--- config.mk ---
export PLATFORM = sky130hd
export DESIGN_NAME = lcd_timing_sched
export DESIGN_NICKNAME = d
export VERILOG_FILES = /design/src/rtl/lcd_timing_sched.sv
export SDC_FILE = /design/constraint.sdc
export NUM_CORES = 1
export LEC_CHECK = 0
export CORE_MARGIN = 3
export CORE_UTILIZATION = 55
export CTS_BUF_LIST = sky130_fd_sc_hd__clkbuf_8 sky130_fd_sc_hd__clkbuf_16
export CTS_CLUSTER_DIAMETER = 60
export CTS_CLUSTER_SIZE = 30
export DETAILED_ROUTE_END_ITERATION = 8
export PLACE_DENSITY = 0.83
export SLEW_MARGIN = 15
export SYNTH_ARGS = -nofsm -noshare
export SYNTH_HDL_FRONTEND = slang
export SYNTH_SLANG_ARGS = --single-unit
export TNS_END_PERCENT = 30
--- constraint.sdc ---
create_clock -name CLK -period 7.05 [get_ports CLK]
set_input_delay 1.0575 -clock CLK [delete_from_list [all_inputs] [get_ports CLK]]
set_output_delay 1.0575 -clock CLK [all_outputs]
set_load 0.05 [all_outputs]
--- src/rtl/lcd_timing_sched.sv ---
// lcd_timing_sched
//   Timing controller and frame scheduler for an RGB LCD panel (800x480 by
//   default). Divides CLK down to the pixel clock NCLK, holds the panel in
//   reset (GREST low) for GREST_DLY pixel ticks, then free-runs the
//   horizontal/vertical counters that produce HD, VD, DEN and the active
//   pixel coordinates COL/ROW. Image-change requests are parked in a
//   one-deep pending slot and applied only at a frame boundary.
//
// Ports
//   CLK          system clock
//   RST          synchronous, active-high reset
//   REQ_VALID    image-change request
//   REQ_ID       requested image index
//   REQ_READY    pending slot is free
//   NCLK         panel pixel clock (high during the second half of a pixel)
//   GREST        panel reset, active-low
//   HD / VD      horizontal / vertical sync, active-low
//   DEN          data enable
//   COL / ROW    active pixel coordinates, 0 outside the active area
//   IMG_ID       image currently displayed
//   FRAME_START  one-CLK pulse when the counters go to (0,0)
//
// State table
//   S_INIT | GREST low, counters held at 0, counting GREST_DLY pixel ticks
//   S_RUN  | GREST high, hcnt/vcnt advance once per pixel tick
//
// H_PW and V_PW are assumed >= 1, so the (0,0) position is always inside
// the sync pulse and outside the active area.

module lcd_timing_sched #(
    parameter int DIV       = 2,
    parameter int H_PW      = 1,
    parameter int H_BP      = 45,
    parameter int H_ACT     = 800,
    parameter int H_FP      = 210,
    parameter int V_PW      = 1,
    parameter int V_BP      = 22,
    parameter int V_ACT     = 480,
    parameter int V_FP      = 22,
    parameter int GREST_DLY = 16
) (
    input  logic       CLK,
    input  logic       RST,
    input  logic       REQ_VALID,
    input  logic [1:0] REQ_ID,
    output logic       REQ_READY,
    output logic       NCLK,
    output logic       GREST,
    output logic       HD,
    output logic       VD,
    output logic       DEN,
    output logic [9:0] COL,
    output logic [8:0] ROW,
    output logic [1:0] IMG_ID,
    output logic       FRAME_START
);

    localparam int H_TOTAL = H_PW + H_BP + H_ACT + H_FP;
    localparam int V_TOTAL = V_PW + V_BP + V_ACT + V_FP;
    localparam int DW      = $clog2(DIV);
    localparam int HW      = $clog2(H_TOTAL);
    localparam int VW      = $clog2(V_TOTAL);
    localparam int IW      = $clog2(GREST_DLY + 1);

    localparam logic [DW-1:0] DCNT_LAST = DW'(DIV - 1);
    localparam logic [DW-1:0] DCNT_HALF = DW'(DIV / 2);
    localparam logic [HW-1:0] H_LAST    = HW'(H_TOTAL - 1);
    localparam logic [HW-1:0] H_SYNC    = HW'(H_PW);
    localparam logic [HW-1:0] H_ACT_LO  = HW'(H_PW + H_BP);
    localparam logic [HW-1:0] H_ACT_HI  = HW'(H_PW + H_BP + H_ACT);
    localparam logic [VW-1:0] V_LAST    = VW'(V_TOTAL - 1);
    localparam logic [VW-1:0] V_SYNC    = VW'(V_PW);
    localparam logic [VW-1:0] V_ACT_LO  = VW'(V_PW + V_BP);
    localparam logic [VW-1:0] V_ACT_HI  = VW'(V_PW + V_BP + V_ACT);
    localparam logic [IW-1:0] INIT_LOAD = IW'(GREST_DLY - 1);

    typedef enum logic {
        S_INIT = 1'b0,
        S_RUN  = 1'b1
    } state_t;

    state_t        r_state;
    logic [DW-1:0] r_dcnt;
    logic [IW-1:0] r_init_cnt;
    logic [HW-1:0] r_hcnt;
    logic [VW-1:0] r_vcnt;
    logic          r_nclk;
    logic          r_grest;
    logic          r_hd;
    logic          r_vd;
    logic          r_den;
    logic [9:0]    r_col;
    logic [8:0]    r_row;
    logic          r_fs;
    logic          r_pending;
    logic [1:0]    r_pend_id;
    logic [1:0]    r_img;
    logic          r_req_ready;

    logic          w_tick;
    logic [DW-1:0] w_dcnt_nxt;
    logic          w_h_wrap;
    logic [HW-1:0] w_hcnt_nxt;
    logic [VW-1:0] w_vcnt_nxt;
    logic          w_hact;
    logic          w_vact;
    logic          w_accept;

    always_comb begin
        w_tick     = (r_dcnt == DCNT_LAST);
        w_dcnt_nxt = w_tick ? '0 : r_dcnt + 1'b1;
        w_h_wrap   = (r_hcnt == H_LAST);
        w_hcnt_nxt = w_h_wrap ? '0 : r_hcnt + 1'b1;
        w_vcnt_nxt = r_vcnt;
        if (w_h_wrap) begin
            w_vcnt_nxt = (r_vcnt == V_LAST) ? '0 : r_vcnt + 1'b1;
        end
        // Syncs are decoded from the next counter values so that the
        // registered outputs line up with the counters they describe.
        w_hact   = (w_hcnt_nxt >= H_ACT_LO) && (w_hcnt_nxt < H_ACT_HI);
        w_vact   = (w_vcnt_nxt >= V_ACT_LO) && (w_vcnt_nxt < V_ACT_HI);
        w_accept = REQ_VALID & r_req_ready;
    end

    always_ff @(posedge CLK) begin
        if (RST) begin
            r_state     <= S_INIT;
            r_dcnt      <= '0;
            r_init_cnt  <= INIT_LOAD;
            r_hcnt      <= '0;
            r_vcnt      <= '0;
            r_nclk      <= 1'b0;
            r_grest     <= 1'b0;
            r_hd        <= 1'b1;
            r_vd        <= 1'b1;
            r_den       <= 1'b0;
            r_col       <= '0;
            r_row       <= '0;
            r_fs        <= 1'b0;
            r_pending   <= 1'b0;
            r_pend_id   <= '0;
            r_img       <= '0;
            r_req_ready <= 1'b0;
        end else begin
            r_dcnt <= w_dcnt_nxt;
            r_nclk <= (w_dcnt_nxt >= DCNT_HALF);
            r_fs   <= 1'b0;

            case (r_state)
                S_INIT: begin
                    if (w_tick) begin
                        if (r_init_cnt == '0) begin
                            // First frame starts at (0,0): inside both sync
                            // pulses, outside the active area.
                            r_state <= S_RUN;
                            r_grest <= 1'b1;
                            r_hcnt  <= '0;
                            r_vcnt  <= '0;
                            r_hd    <= 1'b0;
                            r_vd    <= 1'b0;
                            r_den   <= 1'b0;
                            r_col   <= '0;
                            r_row   <= '0;
                            r_fs    <= 1'b1;
                        end else begin
                            r_init_cnt <= r_init_cnt - 1'b1;
                        end
                    end
                end
                S_RUN: begin
                    if (w_tick) begin
                        r_hcnt <= w_hcnt_nxt;
                        r_vcnt <= w_vcnt_nxt;
                        r_hd   <= (w_hcnt_nxt >= H_SYNC);
                        r_vd   <= (w_vcnt_nxt >= V_SYNC);
                        r_den  <= w_hact & w_vact;
                        r_col  <= (w_hact & w_vact) ? 10'(w_hcnt_nxt - H_ACT_LO) : '0;
                        r_row  <= (w_hact & w_vact) ? 9'(w_vcnt_nxt - V_ACT_LO) : '0;
                        r_fs   <= (w_hcnt_nxt == '0) && (w_vcnt_nxt == '0);
                    end
                end
            endcase

            // Pending image is applied during the FRAME_START cycle, well
            // before the first active line, so no frame mixes two images.
            // A request accepted in that same cycle waits a full frame.
            if (r_fs && r_pending) begin
                r_img       <= r_pend_id;
                r_pending   <= 1'b0;
                r_req_ready <= 1'b1;
            end else if (w_accept) begin
                r_pending   <= 1'b1;
                r_pend_id   <= REQ_ID;
                r_req_ready <= 1'b0;
            end else begin
                r_req_ready <= ~r_pending;
            end
        end
    end

    assign REQ_READY   = r_req_ready;
    assign NCLK        = r_nclk;
    assign GREST       = r_grest;
    assign HD          = r_hd;
    assign VD          = r_vd;
    assign DEN         = r_den;
    assign COL         = r_col;
    assign ROW         = r_row;
    assign IMG_ID      = r_img;
    assign FRAME_START = r_fs;

endmodule
==> impl_results.md <==
* Reg clk slew, reported paths at 0.07 ns
* Post-Synthesis Cells at 434
* LEAKAGE at 1.41 nW
* Final setup violation count at 0
* Final WL at 8320 um
* Vias at 3,214
* DR pass1 iterations at 5
* Worst hold margin at 0.455 ns
* Die Height at 86.4 um
* Top delay family on crit path: simple AND/OR/NAND/NOR gates
* Final Total Pwr at 0.630 mW
* RSZ-0062 raised after global routing: no
* Io pins at 33
* Final ANT Viol Nets at 0
* Ratio of cells with drive above 1 in the final layout at 11.3%
* Ys flop type: dfxtp_1
* NumNets Final at 467
* Post-Route Utilization at 65.9%
* CP Capture Type: register
* Worst ir drop on vdd at 0.133 mV
* Root buffer selected by CTS: clkbuf_8
* CP Buf/Inv Count at 1
* Pre-CTS setup slack at 2.98 ns
* CTS Buf Count at 9
* Largest net degree at the start of global routing at 42
* Mapped Avg Cell Area at 8.18 sq um
* CP cell instances: ha_1 > nand4_1 > nor3_1 > buf_4 > nand2_1 > o21ai_0 > ha_1 > o31a_1 > o21ai_2 > or4_4 > nand4_4 > o21ai_0
* WP data required at 7.27 ns
* Port bufs at 32
* Post-CTS Setup Repair Bufs at 0
* Crit path kind: reg -> reg
* Max_cap viols at 0
* Die W at 86.4 um
* Final Cycle Share at 59.8%
* Tightest Hold Check Type: reg -> reg
* Drt via density at 6.09
* Seq/Total Area, Yosys at 32.7%
* Max stage delay on crit path at 0.59 ns
* First-pass GRT wire length at 14,000 um
* Core area at 0.00610 sq mm
* Initial antenna violation count at 0
* Deepest clock path buffer count at 2
* Cell Count, Final, Fillers Out at 528
* TritonCTS Sinks at 58
* Number of H-tree levels at 3
* Post-synth ARST share at 0%
* Row count at 28
* Die Footprint at 0.00746 sq mm
* Antenna cell count at 0
* Synthesis-to-finish area growth at 13.2%
* Yosys reg bits at 58
* Finished Cell Area at 0.00402 sq mm
* CP Launch Type: register
* Clock tree from TritonCTS: done
* Initial Utilization at 58.3%
* Post-DP HPWL at 5890 um
* Gr ovfl total at 0
* DR WL/cell at 15.7 um
* Clk_lat worst skew at 0.35 ns
* Hold buffers post-CTS at 0
* Syn Nets at 453
* CP Max Fanout at 19
* Slew Limit Fails at 0
* Vias in the first global route at 2,941
* Setup ws final at 2.83 ns
* RePlAce Congestion at 0.922
* Post-synth EDFFs at 0
* Distinct cell type count after synthesis at 71
* DP Area at 0.00384 sq mm
* Final worst path period need at 4.22 ns
* Final Hold Vio Count at 0
* Worst-margin pin slew at 0.711 ns
* Residual DRC at 0
* Inst Count DP at 512
* Synthesized area at 0.00355 sq mm
* Worst rel slew slack at 52.2%
* Data arrival time of the critical path at 4.44 ns
* Fmax at 237 MHz
* Yosys warning total at 0
* GR Util All Layers at 23.4%
* Final Skew at 0.00768 ns
* Outcome: completed
* Detailed Route Iter0 Violations at 386
* Cts repair resizes at 0
* Power per cell area at 157 mW/mm^2
* Setup TNS Final at 0 ns
* Slowest cell on the critical path: or4_4
-- tightest hold or removal path, stage by stage (launching register included) --
cell and delay, ns:
dfxtp_1 0.33, nand2_1 0.06, o21ai_2 0.04
-- cells in the mapped netlist, types with 11 or more instances --
| library cell | n | area [sq um] |
|---|---|---|
| o21ai_2 | 11 | 96.3 |
| nor3_1 | 14 | 70.1 |
| nor2_1 | 39 | 146 |
| a21oi_1 | 27 | 135 |
| xor2_1 | 14 | 123 |
| o21ai_0 | 16 | 80.1 |
| nand4_1 | 12 | 75.1 |
| nand2_1 | 48 | 180 |
| clkbuf_1 | 20 | 75.1 |
| nand3_1 | 17 | 85.1 |
| dfxtp_1 | 58 | 1160 |
| ha_1 | 14 | 175 |
| xnor2_1 | 11 | 96.3 |
| inv_1 | 18 | 67.6 |
-- cell usage in the layout (no fill, tap or decap), types with 11 or more instances in the layout --
master,Yosys,final
xnor2_1,11,11
a21oi_1,27,27
xor2_1,14,14
dfxtp_1,58,58
nand2_1,48,48
nor2_1,39,39
nor3_1,14,14
o21ai_0,16,16
inv_1,18,18
clkdlybuf4s50_1,0,32
o21ai_2,11,11
nand3_1,17,17
nand4_1,12,12
ha_1,14,14
-- per-layer routing --
metal,vias up,GRT usage [%],wire [um]
li1,1575,-,-
met2,132,37.1,3920
met5,-,0,0
met1,1490,31.3,3760
met3,17,5.70,518
met4,0,7.65,121
-- flip-flops by register name, summed over array words and instances (netlist names), 2 cells and up --
name and count:
r_pend_id 2, COL 10, IMG_ID 2, ROW 9, r_vcnt 10, r_hcnt 11, r_init_cnt 5
-- area by class of cell --
cell class / count / area [sq um]
sequential: 58 / 1160
clock inverter: 6 / 42.5
clock buffer: 10 / 138
tap: 75 / 93.8
inverter: 18 / 67.6
fill: 538 / 2080
timing repair buffer: 35 / 343
multi-input combinational: 326 / 2170
-- final timing paths --
kind | start | to | slack (ns) | depth (start not counted)
worst min register to register | COL[9]$_SDFFE_PP0P_ | COL[9]$_SDFFE_PP0P_ | 0.45 | 2
worst max register to register | r_hcnt[0]$_SDFFE_PP0P_ | COL[5]$_SDFFE_PP0P_ | 2.83 | 12
worst max-delay path | r_hcnt[0]$_SDFFE_PP0P_ | COL[5]$_SDFFE_PP0P_ | 2.83 | 12
worst min-delay path | COL[9]$_SDFFE_PP0P_ | COL[9]$_SDFFE_PP0P_ | 0.45 | 2
-- report_power, final --
group	internal (mW)	leakage, nW	switching [mW]
clock network	0.136	0.0882	0.138
logic	0.00833	0.851	0.0133
registers	0.331	0.469	0.00312
total	0.476	1.41	0.155
-- cells by family after synthesis --
group	synth area share (%)
buffers and inverters	6.17
and+or+nand+nor	26.9
muxes	2.01
xor gates and xnor gates	6.17
DFF	32.7
adders and majority gates	4.93
AOI/OAI and AO/OA	21.1
No activity file was read; power rests on OpenSTA's default activity.
